===== config.mk =====
export PLATFORM = sky130hd
export DESIGN_NAME = pipeline_ctrl
export DESIGN_NICKNAME = d
export VERILOG_FILES = /design/src/rtl/rv32i_types.sv /design/src/rtl/pipeline_ctrl_hazard_detect.sv /design/src/rtl/pipeline_ctrl.sv
export SDC_FILE = /design/constraint.sdc
export NUM_CORES = 1
export LEC_CHECK = 0
export ABC_AREA = 1
export BUFFER_PORTS_ARGS = -buffer_cell sky130_fd_sc_hd__buf_2
export CAP_MARGIN = 10
export CORE_ASPECT_RATIO = 0.6
export CORE_UTILIZATION = 35
export DETAILED_ROUTE_END_ITERATION = 10
export HOLD_SLACK_MARGIN = 0.02
export PLACE_DENSITY = 0.82
export REMOVE_ABC_BUFFERS = 1
export SLEW_MARGIN = 20
export SYNTH_ARGS = -nofsm -noshare
export SYNTH_HDL_FRONTEND = slang
export SYNTH_SLANG_ARGS = --single-unit

===== constraint.sdc =====
create_clock -name clk -period 1.6 [get_ports clk]
set_input_delay 0.24 -clock clk [delete_from_list [all_inputs] [get_ports clk]]
set_output_delay 0.24 -clock clk [all_outputs]
set_load 0.005 [all_outputs]

===== src/rtl/rv32i_types.sv =====
// Shared RV32I pipeline types: stall/flush controller state and stage control bundle.
package rv32i_types;

  localparam int unsigned REG_ADDR_W = 5;
  localparam int unsigned PERF_CNT_W = 32;

  typedef enum logic [1:0] {
    RUN    = 2'd0,
    WAIT_I = 2'd1,
    WAIT_D = 2'd2
  } pipe_ctrl_state_t;

  typedef struct packed {
    logic pc_load;
    logic if_id_load;
    logic id_ex_load;
    logic ex_mem_load;
    logic mem_wb_load;
    logic if_id_flush;
    logic id_ex_flush;
  } pipe_ctrl_t;

  // Canonical control words, MSB = pc_load ... LSB = id_ex_flush.
  localparam pipe_ctrl_t CTRL_FREEZE = pipe_ctrl_t'(7'b00000_00);
  localparam pipe_ctrl_t CTRL_NORMAL = pipe_ctrl_t'(7'b11111_00);
  localparam pipe_ctrl_t CTRL_BRANCH = pipe_ctrl_t'(7'b11111_11);
  localparam pipe_ctrl_t CTRL_BUBBLE = pipe_ctrl_t'(7'b00111_01);

endpackage


===== src/rtl/pipeline_ctrl_hazard_detect.sv =====
// Load-use comparator: a load in EX feeding a source the ID instruction reads.
module hazard_detect
  import rv32i_types::*;
(
  input  logic                  ex_mem_read,
  input  logic [REG_ADDR_W-1:0] ex_rd,
  input  logic [REG_ADDR_W-1:0] id_rs1,
  input  logic [REG_ADDR_W-1:0] id_rs2,
  input  logic                  id_uses_rs1,
  input  logic                  id_uses_rs2,
  output logic                  load_use
);

  logic rs1_hit;
  logic rs2_hit;

  assign rs1_hit  = id_uses_rs1 && (id_rs1 == ex_rd);
  assign rs2_hit  = id_uses_rs2 && (id_rs2 == ex_rd);
  // x0 is never a real producer, so it can never create a hazard.
  assign load_use = ex_mem_read && (ex_rd != REG_ADDR_W'(0)) && (rs1_hit || rs2_hit);

endmodule


===== src/rtl/pipeline_ctrl.sv =====
// Central stall/flush controller for the 5-stage RV32I pipeline.
// Performance counters are built only when PIPELINE_CTRL_PERF_EN is defined.
module pipeline_ctrl
  import rv32i_types::*;
(
  input  logic                  clk,
  input  logic                  rst,
  input  logic                  imem_req,
  input  logic                  imem_resp,
  input  logic                  dmem_req,
  input  logic                  dmem_resp,
  input  logic                  ex_mem_read,
  input  logic [REG_ADDR_W-1:0] ex_rd,
  input  logic [REG_ADDR_W-1:0] id_rs1,
  input  logic [REG_ADDR_W-1:0] id_rs2,
  input  logic                  id_uses_rs1,
  input  logic                  id_uses_rs2,
  input  logic                  br_taken,
  output logic                  pc_load,
  output logic                  if_id_load,
  output logic                  id_ex_load,
  output logic                  ex_mem_load,
  output logic                  mem_wb_load,
  output logic                  if_id_flush,
  output logic                  id_ex_flush,
  output logic                  imem_hold,
  output logic                  dmem_hold,
  output logic [PERF_CNT_W-1:0] stall_cycles,
  output logic [PERF_CNT_W-1:0] bubble_count,
  output logic [PERF_CNT_W-1:0] flush_count
);

  pipe_ctrl_state_t state_q;
  pipe_ctrl_state_t state_d;
  pipe_ctrl_t       ctrl;
  logic             i_ok;
  logic             d_ok;
  logic             advance;
  logic             load_use;

  hazard_detect u_hazard_detect (
    .ex_mem_read (ex_mem_read),
    .ex_rd       (ex_rd),
    .id_rs1      (id_rs1),
    .id_rs2      (id_rs2),
    .id_uses_rs1 (id_uses_rs1),
    .id_uses_rs2 (id_uses_rs2),
    .load_use    (load_use)
  );

  // A latched response on one port counts as satisfied until the other arrives.
  always_comb begin
    i_ok    = !imem_req || imem_resp || (state_q == WAIT_D);
    d_ok    = !dmem_req || dmem_resp || (state_q == WAIT_I);
    advance = i_ok && d_ok;
    state_d = state_q;
    case (state_q)
      RUN: begin
        if (imem_resp && dmem_req && !dmem_resp) begin
          state_d = WAIT_D;
        end else if (dmem_resp && imem_req && !imem_resp) begin
          state_d = WAIT_I;
        end
      end
      WAIT_I, WAIT_D: begin
        if (advance) begin
          state_d = RUN;
        end
      end
      default: state_d = RUN;
    endcase
  end

  always_ff @(posedge clk) begin
    if (rst) begin
      state_q <= RUN;
    end else begin
      state_q <= state_d;
    end
  end

  // Priority: reset, memory stall, taken branch, load-use bubble, normal flow.
  always_comb begin
    ctrl = CTRL_FREEZE;
    if (rst || !advance) begin
      ctrl = CTRL_FREEZE;
    end else if (br_taken) begin
      ctrl = CTRL_BRANCH;
    end else if (load_use) begin
      ctrl = CTRL_BUBBLE;
    end else begin
      ctrl = CTRL_NORMAL;
    end
  end

  assign pc_load     = ctrl.pc_load;
  assign if_id_load  = ctrl.if_id_load;
  assign id_ex_load  = ctrl.id_ex_load;
  assign ex_mem_load = ctrl.ex_mem_load;
  assign mem_wb_load = ctrl.mem_wb_load;
  assign if_id_flush = ctrl.if_id_flush;
  assign id_ex_flush = ctrl.id_ex_flush;
  assign imem_hold   = !rst && (state_q == WAIT_D);
  assign dmem_hold   = !rst && (state_q == WAIT_I);

`ifdef PIPELINE_CTRL_PERF_EN
  logic [PERF_CNT_W-1:0] stall_q;
  logic [PERF_CNT_W-1:0] bubble_q;
  logic [PERF_CNT_W-1:0] flush_q;

  always_ff @(posedge clk) begin
    if (rst) begin
      stall_q  <= '0;
      bubble_q <= '0;
      flush_q  <= '0;
    end else begin
      if (!advance) begin
        stall_q <= stall_q + PERF_CNT_W'(1);
      end
      if (advance && !br_taken && load_use) begin
        bubble_q <= bubble_q + PERF_CNT_W'(1);
      end
      if (advance && br_taken) begin
        flush_q <= flush_q + PERF_CNT_W'(1);
      end
    end
  end

  assign stall_cycles = stall_q;
  assign bubble_count = bubble_q;
  assign flush_count  = flush_q;
`else
  assign stall_cycles = '0;
  assign bubble_count = '0;
  assign flush_count  = '0;
`endif

endmodule


; ---- After elaboration in Yosys (flattened, before gate mapping)
; Cells that the tools add are included.
[classes]
order_cmp = 0
multipliers = 0
addsub = 0
n_div = 0
reduce_logical = 27
n_eq_ne = 6
mux = 7
bitwise = 0
shifts = 0
[op_table]
columns = operator, count
row1 = two-way mux 7 bit, 3
row2 = logical AND 1 bit, 11
row3 = == test 5 bit, 2
row4 = zero test 1 bit, 6
row5 = logical OR 1 bit, 6
row6 = two-way mux 2 bit, 3
row7 = nonzero test 5 bit, 1
row8 = one-hot mux 2 bit (2 select lines), 1
row9 = != test 3 bit (second input constant), 1
row10 = == test 2 x 1 -> 1 bit (second input constant), 1
row11 = == test 2 bit (second input constant), 1
row12 = zero test 2 bit, 1
row13 = != test 2 bit (second input constant), 1
row14 = AND reduction 2 bit, 1
row15 = OR reduction 2 bit, 1
[totals]
wordCells = 41
inputBits = 25
mem_bits_rw = 0
regBits = 2
latchBits = 0
rom_bits = 0
memories = 0

; ---- Logic depth before layout (Yosys ltp)
; Gate-level depths: netlist (run 1).
[logic_depth]
ltp_word = 7
ltp_mapped = 10

; ---- Hierarchy
; From an unflattened synthesis (run 1), not the netlist that was laid out.
[hier_totals]
hier_cells = 193
area_unflattened_um2 = 1204.9
[modules_own_cells]
columns = mod, area_per_inst_um2, seq_area_each_um2, instances, cells_per_inst
row1 = pipeline_ctrl, 988.4, 40.0, 1, 138
row2 = hazard_detect, 216.5, 0.0, 1, 55

; ---- Worst setup path before layout (run 1)
; OpenSTA, ideal clock, no wires.
[synth_timing]
path_type = register to output
from = register state_q[0]
to = output port pc_load
path_stages_with_launch = 10
path_buffers = 1
t_arrival_ns = 1.198
path_slack_ns = 0.162
cell_sequence = dfxtp_1 -> inv_1 -> ha_1 -> inv_1 -> nand3b_1 -> nand2_2 -> nor2_2 -> nand2_1 -> nand2_1 -> buf_4
[synth_via]
elab_chain_len = 6
elab_cells_between_ends = 8
classes_between = eq/ne (2) / mux (1) / reduce/logical (5)
[synth_rtl]
columns = item, line
row1 = "start, declared", pipeline_ctrl.sv:33  ; pipe_ctrl_state_t state_q;
row2 = "start signal, assigned", pipeline_ctrl.sv:78  ; state_q <= state_d;
row3 = == test 2 bit or == test 2 x 1 -> 1 bit (tied branches), "pipeline_ctrl.sv:53, pipeline_ctrl.sv:54"
row4 = "logical OR 1 bit, on equally long branches", "pipeline_ctrl.sv:53, pipeline_ctrl.sv:54"
row5 = logical AND 1 bit *, pipeline_ctrl.sv:55  ; advance = i_ok && d_ok;
row6 = zero test 1 bit *, pipeline_ctrl.sv:85  ; if (rst || !advance) begin
row7 = logical OR 1 bit *, pipeline_ctrl.sv:85
row8 = two-way mux 7 bit *, pipeline_ctrl.sv:85
row9 = "end, declared", pipeline_ctrl.sv:19  ; output logic pc_load,
; Mark *: on every way between the ends. The rest lies on a longest branch, timed or not.

; ---- Final worst setup path (run 1)
[layout_timing]
from = register state_q[1]
to = output port pc_load
; Same word-level chain as after synthesis.

==> results of run 1 <==
-- worst max-delay path by stage --
stage / start / endpoint / slack [ns]
floorplan: state_q[0]$_SDFFE_PP0P_ / if_id_load / 0.21
global placement: state_q[0]$_SDFFE_PP0P_ / pc_load / 0.14
detailed placement: state_q[0]$_SDFFE_PP0P_ / pc_load / 0.07
CTS: state_q[1]$_SDFFE_PP0P_ / pc_load / -0.04
global route: state_q[0]$_SDFFE_PP0P_ / id_ex_flush / -0.12
finish: state_q[1]$_SDFFE_PP0P_ / pc_load / -0.02
-- cell families (layout without fill, tap and decap cells) --
| logic type | after synthesis | in the layout | share of synthesized area |
|---|---|---|---|
| simple gates | 62 | 62 | 0.220 |
| other cells | 1 | 96 | 0.00318 |
| buf+inv | 119 | 64 | 0.694 |
| fa+ha+maj | 3 | 3 | 0.0319 |
| compound gates | 4 | 4 | 0.0170 |
| flops | 2 | 2 | 0.0340 |
-- cells in the mapped netlist --
| cell | count | area (um2) |
|---|---|---|
| buf_4 | 99 | 743 |
| nand2_1 | 39 | 146 |
| inv_1 | 19 | 71.3 |
| nor2_1 | 11 | 41.3 |
| nand3_1 | 5 | 25.0 |
| ha_1 | 3 | 37.5 |
| a21oi_1 | 2 | 10.0 |
| dfxtp_1 | 2 | 40.0 |
| nand2_2 | 2 | 12.5 |
| nand3b_1 | 2 | 15.0 |
| nor2_2 | 2 | 12.5 |
| conb_1 | 1 | 3.75 |
| inv_2 | 1 | 3.75 |
| nand4_1 | 1 | 6.26 |
| o21ai_0 | 1 | 5.00 |
| o21ai_1 | 1 | 5.00 |
-- cell usage in the layout (no fill, tap or decap), drive strengths merged --
| cell type | instances |
|---|---|
| o21ai | 2 |
| buf | 41 |
| dfxtp | 2 |
| nor2 | 13 |
| clkbuf | 3 |
| nand2 | 41 |
| nand4 | 1 |
| a21oi | 2 |
| nand3b | 2 |
| inv | 20 |
| ha | 3 |
| conb | 96 |
| nand3 | 5 |
-- layer usage --
metal  track usage  vias up
met5             0        -
met4        0.0346        0
met3        0.0214        2
met2         0.188       41
met1         0.117      397
li1              -      455
-- what timing repair did --
item / in CTS / in global routing
pin swaps: 9 / 8
setup endpoints to repair: 4 / 6
gates resized for setup: 19 / 7
buffers inserted: 7 / 1
-- power groups by stage --
| stage | clock [mW] | sequential [mW] | combinational [mW] |
|---|---|---|---|
| CTS | 0.207 | 0.0728 | 0.278 |
| floorplan | 0 | 0.0625 | 0.153 |
| global placement | 0 | 0.0635 | 0.226 |
| detailed placement | 0 | 0.0641 | 0.230 |
| finish | 0.202 | 0.0731 | 0.336 |
| global route | 0.210 | 0.0741 | 0.381 |
-- cell type report --
cell class                 instances  area, um2
clock buffer                       3       41.3
fill                             335       1850
inverter                          20       80.1
multi-input combinational        165        747
sequential                         2       47.5
tap                               42       52.6
timing repair buffer              41        225
-- stage by stage --
step	utilization	area [um2]	setup slack (ns)	hold slack, ns
after floorplan	-	792	0.207	0.309
after global placement	0.332	1010	0.144	0.470
after detailed placement	0.332	1010	0.0657	0.473
after CTS	0.381	1160	-0.0383	0.271
after global routing	0.393	1190	-0.116	0.295
final	0.393	1190	-0.0212	0.289
==> run_results.csv, run 1 <==
group,metric,value,unit
critical_path,cp_top_family,"simple AND/OR/NAND/NOR gates",
timing,setup_viol,3,
cells_and_area,area.growth.synth_to_final,1.27,%
cts,cts.hold.buffers_added,0,
critical_path,r2r.worst_path.cells,10,
routing,dr.pass1.iters,4,
grt,grt_usage,0.0995,
cts,cts-root-buf,"clkbuf_8",
critical_path,reg2reg_to,"state_q[1]$_SDFFE_PP0P_",
cells_and_area,instances_no_fill,273,
cells_and_area,largest_reg_flops,2,
critical_path,r2r-start,"state_q[1]$_SDFFE_PP0P_",
logic_synthesis,netlist_instances,191,
logic_synthesis,ys_ff_latch,2,
pwr,p_sw_frac,0.419,
critical_path,cp_common_cell,"nand2_2",
die,fp.dieArea,3610,um2
critical_path,worstPathArrival,1.38,ns
logic_synthesis,synth_seq_area_share,0.0340,
logic_synthesis,syn-cell-area,1180,um2
critical_path,path_max_fanout,6,
pwr,pwr-share-clk,0.331,
critical_path,path_buf_inv,3,
logic_synthesis,yosysUniqueCellTypes,16,
min_path,holdPathStages,2,
die,dieWidth,76.9,um
cts,clock_latency,0.21,ns
outcome,outcome,"finished, violations left",
routing,vias,895,
cts,cts_tree,"built",
min_path,min-delay-path-class,"in -> reg",
timing,finalHoldViolations,0,
cells_and_area,n_antenna_cell,0,
logic_synthesis,synthesis.area_per_instance,6.17,um2
grt,grt_pass1_vias,636,
pwr,power_density,512,nW/um2
timing,fin_worst_skew,0.000345,ns
placement,dp_cells,262,
placement,gp_congestion,0.707,
critical_path,cp-start-kind,"register",
cells_and_area,drive_gt1_frac,0.286,
routing,wl_met1,790,um
critical_path,crit_cells,9,
min_path,hold_end,"state_q[1]$_SDFFE_PP0P_",
routing,wl_met2,1.27,mm
cells_and_area,top_register,"state_q",
outcome,failed_checks,"negative setup slack",
critical_path,critPathKind,"reg -> out",
pwr,combPwrFrac,0.549,
placement,portBuffers,33,
grt,antenna_found_initial,0,
die,fp-row-count,15,
routing,antenna_left,0,
routing,route.met3.wl,134,um
routing,drtIter0Drc,14,
timing,fin_crit,1.62,ns
pwr,power,0.611,mW
cts,path_clk_slew,0.03,ns
routing,vias_per_cell,3.28,
timing,tns,-0.0495,ns
cells_and_area,reg_top3,"state_q: 2 flops",
die,start_util,0.388,
pwr,p_leak,0.812,nW
timing,fin_crit_sh,1.01,
routing,topRoutingLayerUsed,"met4",
timing,grt_setup_unrepaired,"yes",
critical_path,cpPeakStageDelay,0.35,ns
die,die_y,47.0,um
grt,grt_max_degree,7,
grt,grt_overflow,0,
routing,drcViolationCount,0,
cells_and_area,final_net_count,261,
routing,wl_per_cell,8.13,um
routing,drt-total-wl,2.22,mm
cts,cts.path.max_buffers,2,
cts,clock-sinks,2,
cts,htree_levels,1,
timing,finalMaxSlewViolations,0,
placement,dp_hpwl,1.71,mm
critical_path,reg2reg_slack,0.02,ns
pwr,power.internal,0.355,mW
pwr,p_seq_frac,0.120,
timing,fmax,0.617,GHz
pwr,switchingPower,0.256,mW
die,io_pins,130,
run,max_cap_violations,0,
grt,grt_pass1_wl,2.77,mm
pwr,ir_worst_vdd,0.000270,V
logic_synthesis,ys_warn_count,0,
critical_path,required,1.36,ns
critical_path,worst_path_max_delay_cell,"dfxtp_4",
timing,layout_setup_ws,-0.0212,ns
die,core,3040,um2
cts,cts_buffers,3,
min_path,min_from,"rst",
critical_path,critPathCaptureType,"output port",
critical_path,path_cells,"inv_4 -> ha_4 -> inv_2 -> nand3b_1 -> nand2_2 -> nor2_4 -> nand2_2 -> nand2_2 -> buf_2",
Note: power is estimated with default switching activity, not from simulation.
==> run 2: changes to the inputs <==
CTS_BUF_LIST = sky130_fd_sc_hd__clkbuf_16   (was unset)
REMOVE_ABC_BUFFERS = unset   (was 1)
==> run 2 against run 1 <==
  * The run now ends clean
  * Sequential cell count unchanged
  * Sequential power decreased by 1%
  * Setup slack improved by 0.034 ns
  * Critical endpoint is now if_id_load
  * Largest cell class unchanged
==> run_results.csv, run 2 (same netlist as run 1, synthesis figures left out) <==
group,metric,value,unit
timing,setup_viol,0,
timing,fin_crit_sh,0.992,
cts,path_clk_slew,0.03,ns
routing,antenna_left,0,
cts,cts_tree,"built",
routing,dr.pass1.iters,4,
pwr,power_density,616,nW/um2
timing,fmax,0.630,GHz
cells_and_area,fin_util,0.389,
routing,drt-total-wl,1.86,mm
cts,cts_buffers,3,
pwr,power,0.730,mW
grt,grt_max_degree,6,
die,core,3040,um2
cells_and_area,mostFrequentLayoutCells,"conb_1, nand2_1, buf_2, inv_1, nor2_1",
die,die_y,47.0,um
routing,drtIter0Drc,22,
timing,fin_worst_skew,0.00145,ns
cells_and_area,largest_reg_flops,2,
timing,finalMaxSlewViolations,0,
critical_path,path_max_fanout,4,
critical_path,critPathCaptureType,"output port",
routing,topRoutingLayerUsed,"met4",
timing,finalHoldViolations,0,
routing,wl_met1,675,um
die,start_util,0.388,
timing,grt_setup_unrepaired,"yes",
placement,gp_congestion,0.750,
die,dieWidth,76.9,um
cts,cts-root-buf,"clkbuf_16",
cells_and_area,top_register,"state_q",
pwr,ir_worst_vdd,0.000334,V
cts,clock-sinks,2,
outcome,outcome,"finished clean",
run,max_cap_violations,0,
routing,vias_per_cell,3.26,
cts,htree_levels,1,
critical_path,required,1.36,ns
min_path,min_from,"rst",
cells_and_area,final_net_count,259,
critical_path,worstPathArrival,1.35,ns
die,io_pins,130,
grt,grt_overflow,0,
routing,drcViolationCount,0,
timing,fin_crit,1.59,ns
cts,clock_latency,0.22,ns
cells_and_area,reg_top3,"state_q: 2 flops",
grt,grt_pass1_wl,2.69,mm
placement,portBuffers,33,
critical_path,crit_start,"state_q[0]$_SDFFE_PP0P_",
routing,wl_per_cell,6.87,um
grt,grt_pass1_vias,663,
grt,antenna_found_initial,0,
placement,dp_hpwl,1.57,mm
cells_and_area,final_common_cell,"conb_1",
grt,grt_usage,0.0969,
cells_and_area,area.growth.synth_to_final,0.425,%
cts,cts.path.max_buffers,2,
cells_and_area,drive_gt1_frac,0.249,
cells_and_area,n_antenna_cell,0,
die,fp.dieArea,3610,um2
min_path,min-delay-path-class,"in -> reg",
cts,cts.hold.buffers_added,0,
pwr,p_leak,0.811,nW
critical_path,critPathKind,"reg -> out",
routing,wl_met2,1.00,mm
timing,tns,0,ns
routing,vias,884,
routing,route.met3.wl,164,um
critical_path,r2r-start,"state_q[0]$_SDFFE_PP0P_",
critical_path,cp-start-kind,"register",
die,fp-row-count,15,
-- run 2: metal layers --
layer,global-route usage,vias up
li1,-,451
met1,0.106,372
met2,0.189,59
met3,0.0214,2
met4,0.0462,0
met5,0,-
-- run 2: worst paths after layout --
kind / to / slack (ns) / depth (start not counted)
max: if_id_load / 0.01 / 9
min: state_q[0]$_SDFFE_PP0P_ / 0.27 / 2
max reg2reg: state_q[1]$_SDFFE_PP0P_ / 0.14 / 10
min reg2reg: state_q[0]$_SDFFE_PP0P_ / 0.52 / 2
-- run 2: stage by stage --
stage               hold slack [ns]  instance area [um2]  cells  setup slack (ns)
floorplan                     0.309                 1540    286             0.162
global placement              0.479                 1010    262             0.114
detailed placement            0.479                 1010    262            0.0518
CTS                           0.271                 1160    270          -0.00777
global route                  0.287                 1180    271           -0.0705
finish                        0.275                 1180    271            0.0125
-- run 2: report_power, final --
part / switching [mW] / leakage [nW] / internal [mW]
sequential: 0.0126 / 0.0178 / 0.0598
clock: 0.0518 / 0.0370 / 0.317
combinational: 0.174 / 0.757 / 0.114
-- run 2: cell type report --
type	instances	area (um2)
sequential	2	47.5
inverter	20	80.1
multi-input combinational	165	712
clock buffer	3	75.1
timing repair buffer	39	216
fill	338	1860
tap	42	52.6
-- run 2: critical path: stages (launching register included) --
cell and delay (ns):
dfxtp_4 0.35, inv_4 0.06, ha_4 0.11, inv_2 0.03
nand3b_1 0.09, nand2_2 0.08, nor2_4 0.12, nand2_1 0.08
nand2_2 0.09, buf_2 0.11
-- run 2: what timing repair did --
item / 4_1_cts / 5_1_grt
buffers inserted: 5 / 1
cloned: 0 / 0
resized for setup: 15 / 3
pin swaps: 8 / 2
setup endpoints to repair: 4 / 7
==> run 3: changes to the inputs <==
clock period = 1.5 ns   (was 1.6 ns; I/O delays follow)
==> run 3 against run 2 <==
  * The run now ends with negative setup slack left
  * Routed wire length is 1.3% higher
  * Setup slack worse by 0.10 ns
  * Critical endpoint unchanged
  * Power is 9.5% higher
  * Via count is 2.3% higher
==> run_results.csv, run 3 (same netlist as run 1, synthesis figures left out) <==
group,metric,value,unit
outcome,outcome,"finished, violations left",
outcome,failed_checks,"negative setup slack",
cells_and_area,seqCellArea,47.5,um2
timing,finalHoldViolations,0,
grt,grt_usage,0.0986,
critical_path,cp-start-kind,"register",
routing,vias,904,
critical_path,worstPathArrival,1.36,ns
critical_path,critPathKind,"reg -> out",
critical_path,critPathCaptureType,"output port",
timing,fmax,0.629,GHz
cells_and_area,fillers,343,
die,core,3040,um2
critical_path,path_cells,"inv_4 -> ha_4 -> inv_2 -> nand3b_1 -> nand2_2 -> nor2_4 -> nand2_2 -> nand2_2 -> buf_2",
pwr,ir_worst_vdd,0.000345,V
critical_path,cp_common_cell,"nand2_2",
grt,grt_pass1_wl,2.72,mm
cells_and_area,mostFrequentLayoutCells,"conb_1, nand2_1, buf_2, inv_1, nor2_1",
routing,antenna_left,0,
timing,fin_crit,1.59,ns
routing,drcViolationCount,0,
cells_and_area,area.growth.synth_to_final,4.56,%
cts,path_clk_slew,0.03,ns
routing,vias_per_cell,3.30,
grt,grt_max_degree,6,
placement,dpl_cell_area,1010,um2
timing,setup_viol,7,
placement,portBuffers,33,
critical_path,path_max_fanout,4,
cts,htree_levels,1,
grt,grt_overflow,0,
routing,wl_per_cell,6.88,um
cts,cts_buffers,3,
cells_and_area,multi_input_area,737,um2
cts,cts-root-buf,"clkbuf_16",
timing,grt_setup_unrepaired,"yes",
placement,dp_hpwl,1.55,mm
placement,gp_congestion,0.750,
cts,clock-sinks,2,
die,start_util,0.388,
cts,cts_tree,"built",
cells_and_area,reg_top3,"state_q: 2 flops",
die,fp-row-count,15,
routing,dr.pass1.iters,4,
cells_and_area,final_common_cell,"conb_1",
min_path,min-delay-path-class,"in -> reg",
grt,antenna_found_initial,0,
timing,fin_hold_ws,0.273,ns
timing,fin_worst_skew,0.00140,ns
cells_and_area,top_register,"state_q",
die,io_pins,130,
timing,layout_setup_ws,-0.0893,ns
cells_and_area,fin_util,0.405,
routing,drtIter0Drc,21,
grt,grt_pass1_vias,674,
cells_and_area,drive_gt1_frac,0.284,
die,die_y,47.0,um
run,max_cap_violations,0,
cts,cts.path.max_buffers,2,
pwr,p_leak,0.829,nW
cts,cts.hold.buffers_added,0,
critical_path,cpPeakStageDelay,0.35,ns
die,dieWidth,76.9,um
critical_path,worst_path_max_delay_cell,"dfxtp_4",
die,fp.dieArea,3610,um2
cells_and_area,n_antenna_cell,0,
critical_path,required,1.27,ns
routing,drt-total-wl,1.89,mm
pwr,power_density,648,nW/um2
cts,clock_latency,0.22,ns
timing,finalMaxSlewViolations,0,
cells_and_area,finalInstanceArea,1230,um2
cells_and_area,largest_reg_flops,2,
timing,fin_crit_sh,1.06,
cells_and_area,final_net_count,262,
==> run 3: cell type report <==
type	instances	share of cell area
Multi-Input combinational cell	165	0.598
Inverter	20	0.0650
Sequential cell	2	0.0386
Clock buffer	3	0.0609
Tap cell	42	0.0426
Timing Repair Buffer	42	0.195
==> run 3: worst paths after layout <==
path,startpoint,end,slack [ns],depth (start not counted)
max,state_q[0]$_SDFFE_PP0P_,if_id_load,-0.09,9
min,rst,state_q[1]$_SDFFE_PP0P_,0.27,2
max reg2reg,state_q[0]$_SDFFE_PP0P_,state_q[0]$_SDFFE_PP0P_,0.10,11
min reg2reg,state_q[1]$_SDFFE_PP0P_,state_q[1]$_SDFFE_PP0P_,0.52,2
==> run 3: worst max-delay path: cells and delay by family (launching register included) <==
kind | cells | cell delay, ns
flip-flops | 1 | 0.35
adder cells (fa/ha/maj) | 1 | 0.11
AND/OR/NAND/NOR | 5 | 0.47
buffers and inverters | 3 | 0.20
==> run 3: layer usage <==
| layer | track usage | routed length, um | up-vias |
|---|---|---|---|
| met3 | 0.0136 | 148 | 2 |
| li1 | - | - | 457 |
| met4 | 0.0769 | 25 | 0 |
| met2 | 0.193 | 1030 | 58 |
| met5 | 0 | 0 | - |
| met1 | 0.104 | 678 | 387 |
==> run 3: repair_timing <==
item,CTS,global route
pin swaps,8,3
buffers inserted,7,2
endpoints found under the setup margin,7,8
resized for setup,17,9
==> run 3: report_power, final <==
part | internal (mW) | switching (mW) | leakage, nW
Clock | 0.339 | 0.0553 | 0.0370
Sequential | 0.0638 | 0.0141 | 0.0178
Combinational | 0.133 | 0.194 | 0.774
Total | 0.535 | 0.264 | 0.829
==> run 3: per-stage QoR <==
step	TNS (ns)	std cells	total power, mW	setup slack (ns)
2_1_floorplan	0	286	0.422	0.0767
3_3_place_gp	0	262	0.312	0.0284
3_5_place_dp	-0.0491	262	0.313	-0.0264
4_1_cts	-0.481	272	0.767	-0.0863
5_1_grt	-1.09	274	0.864	-0.171
6_report	-0.505	274	0.799	-0.0893
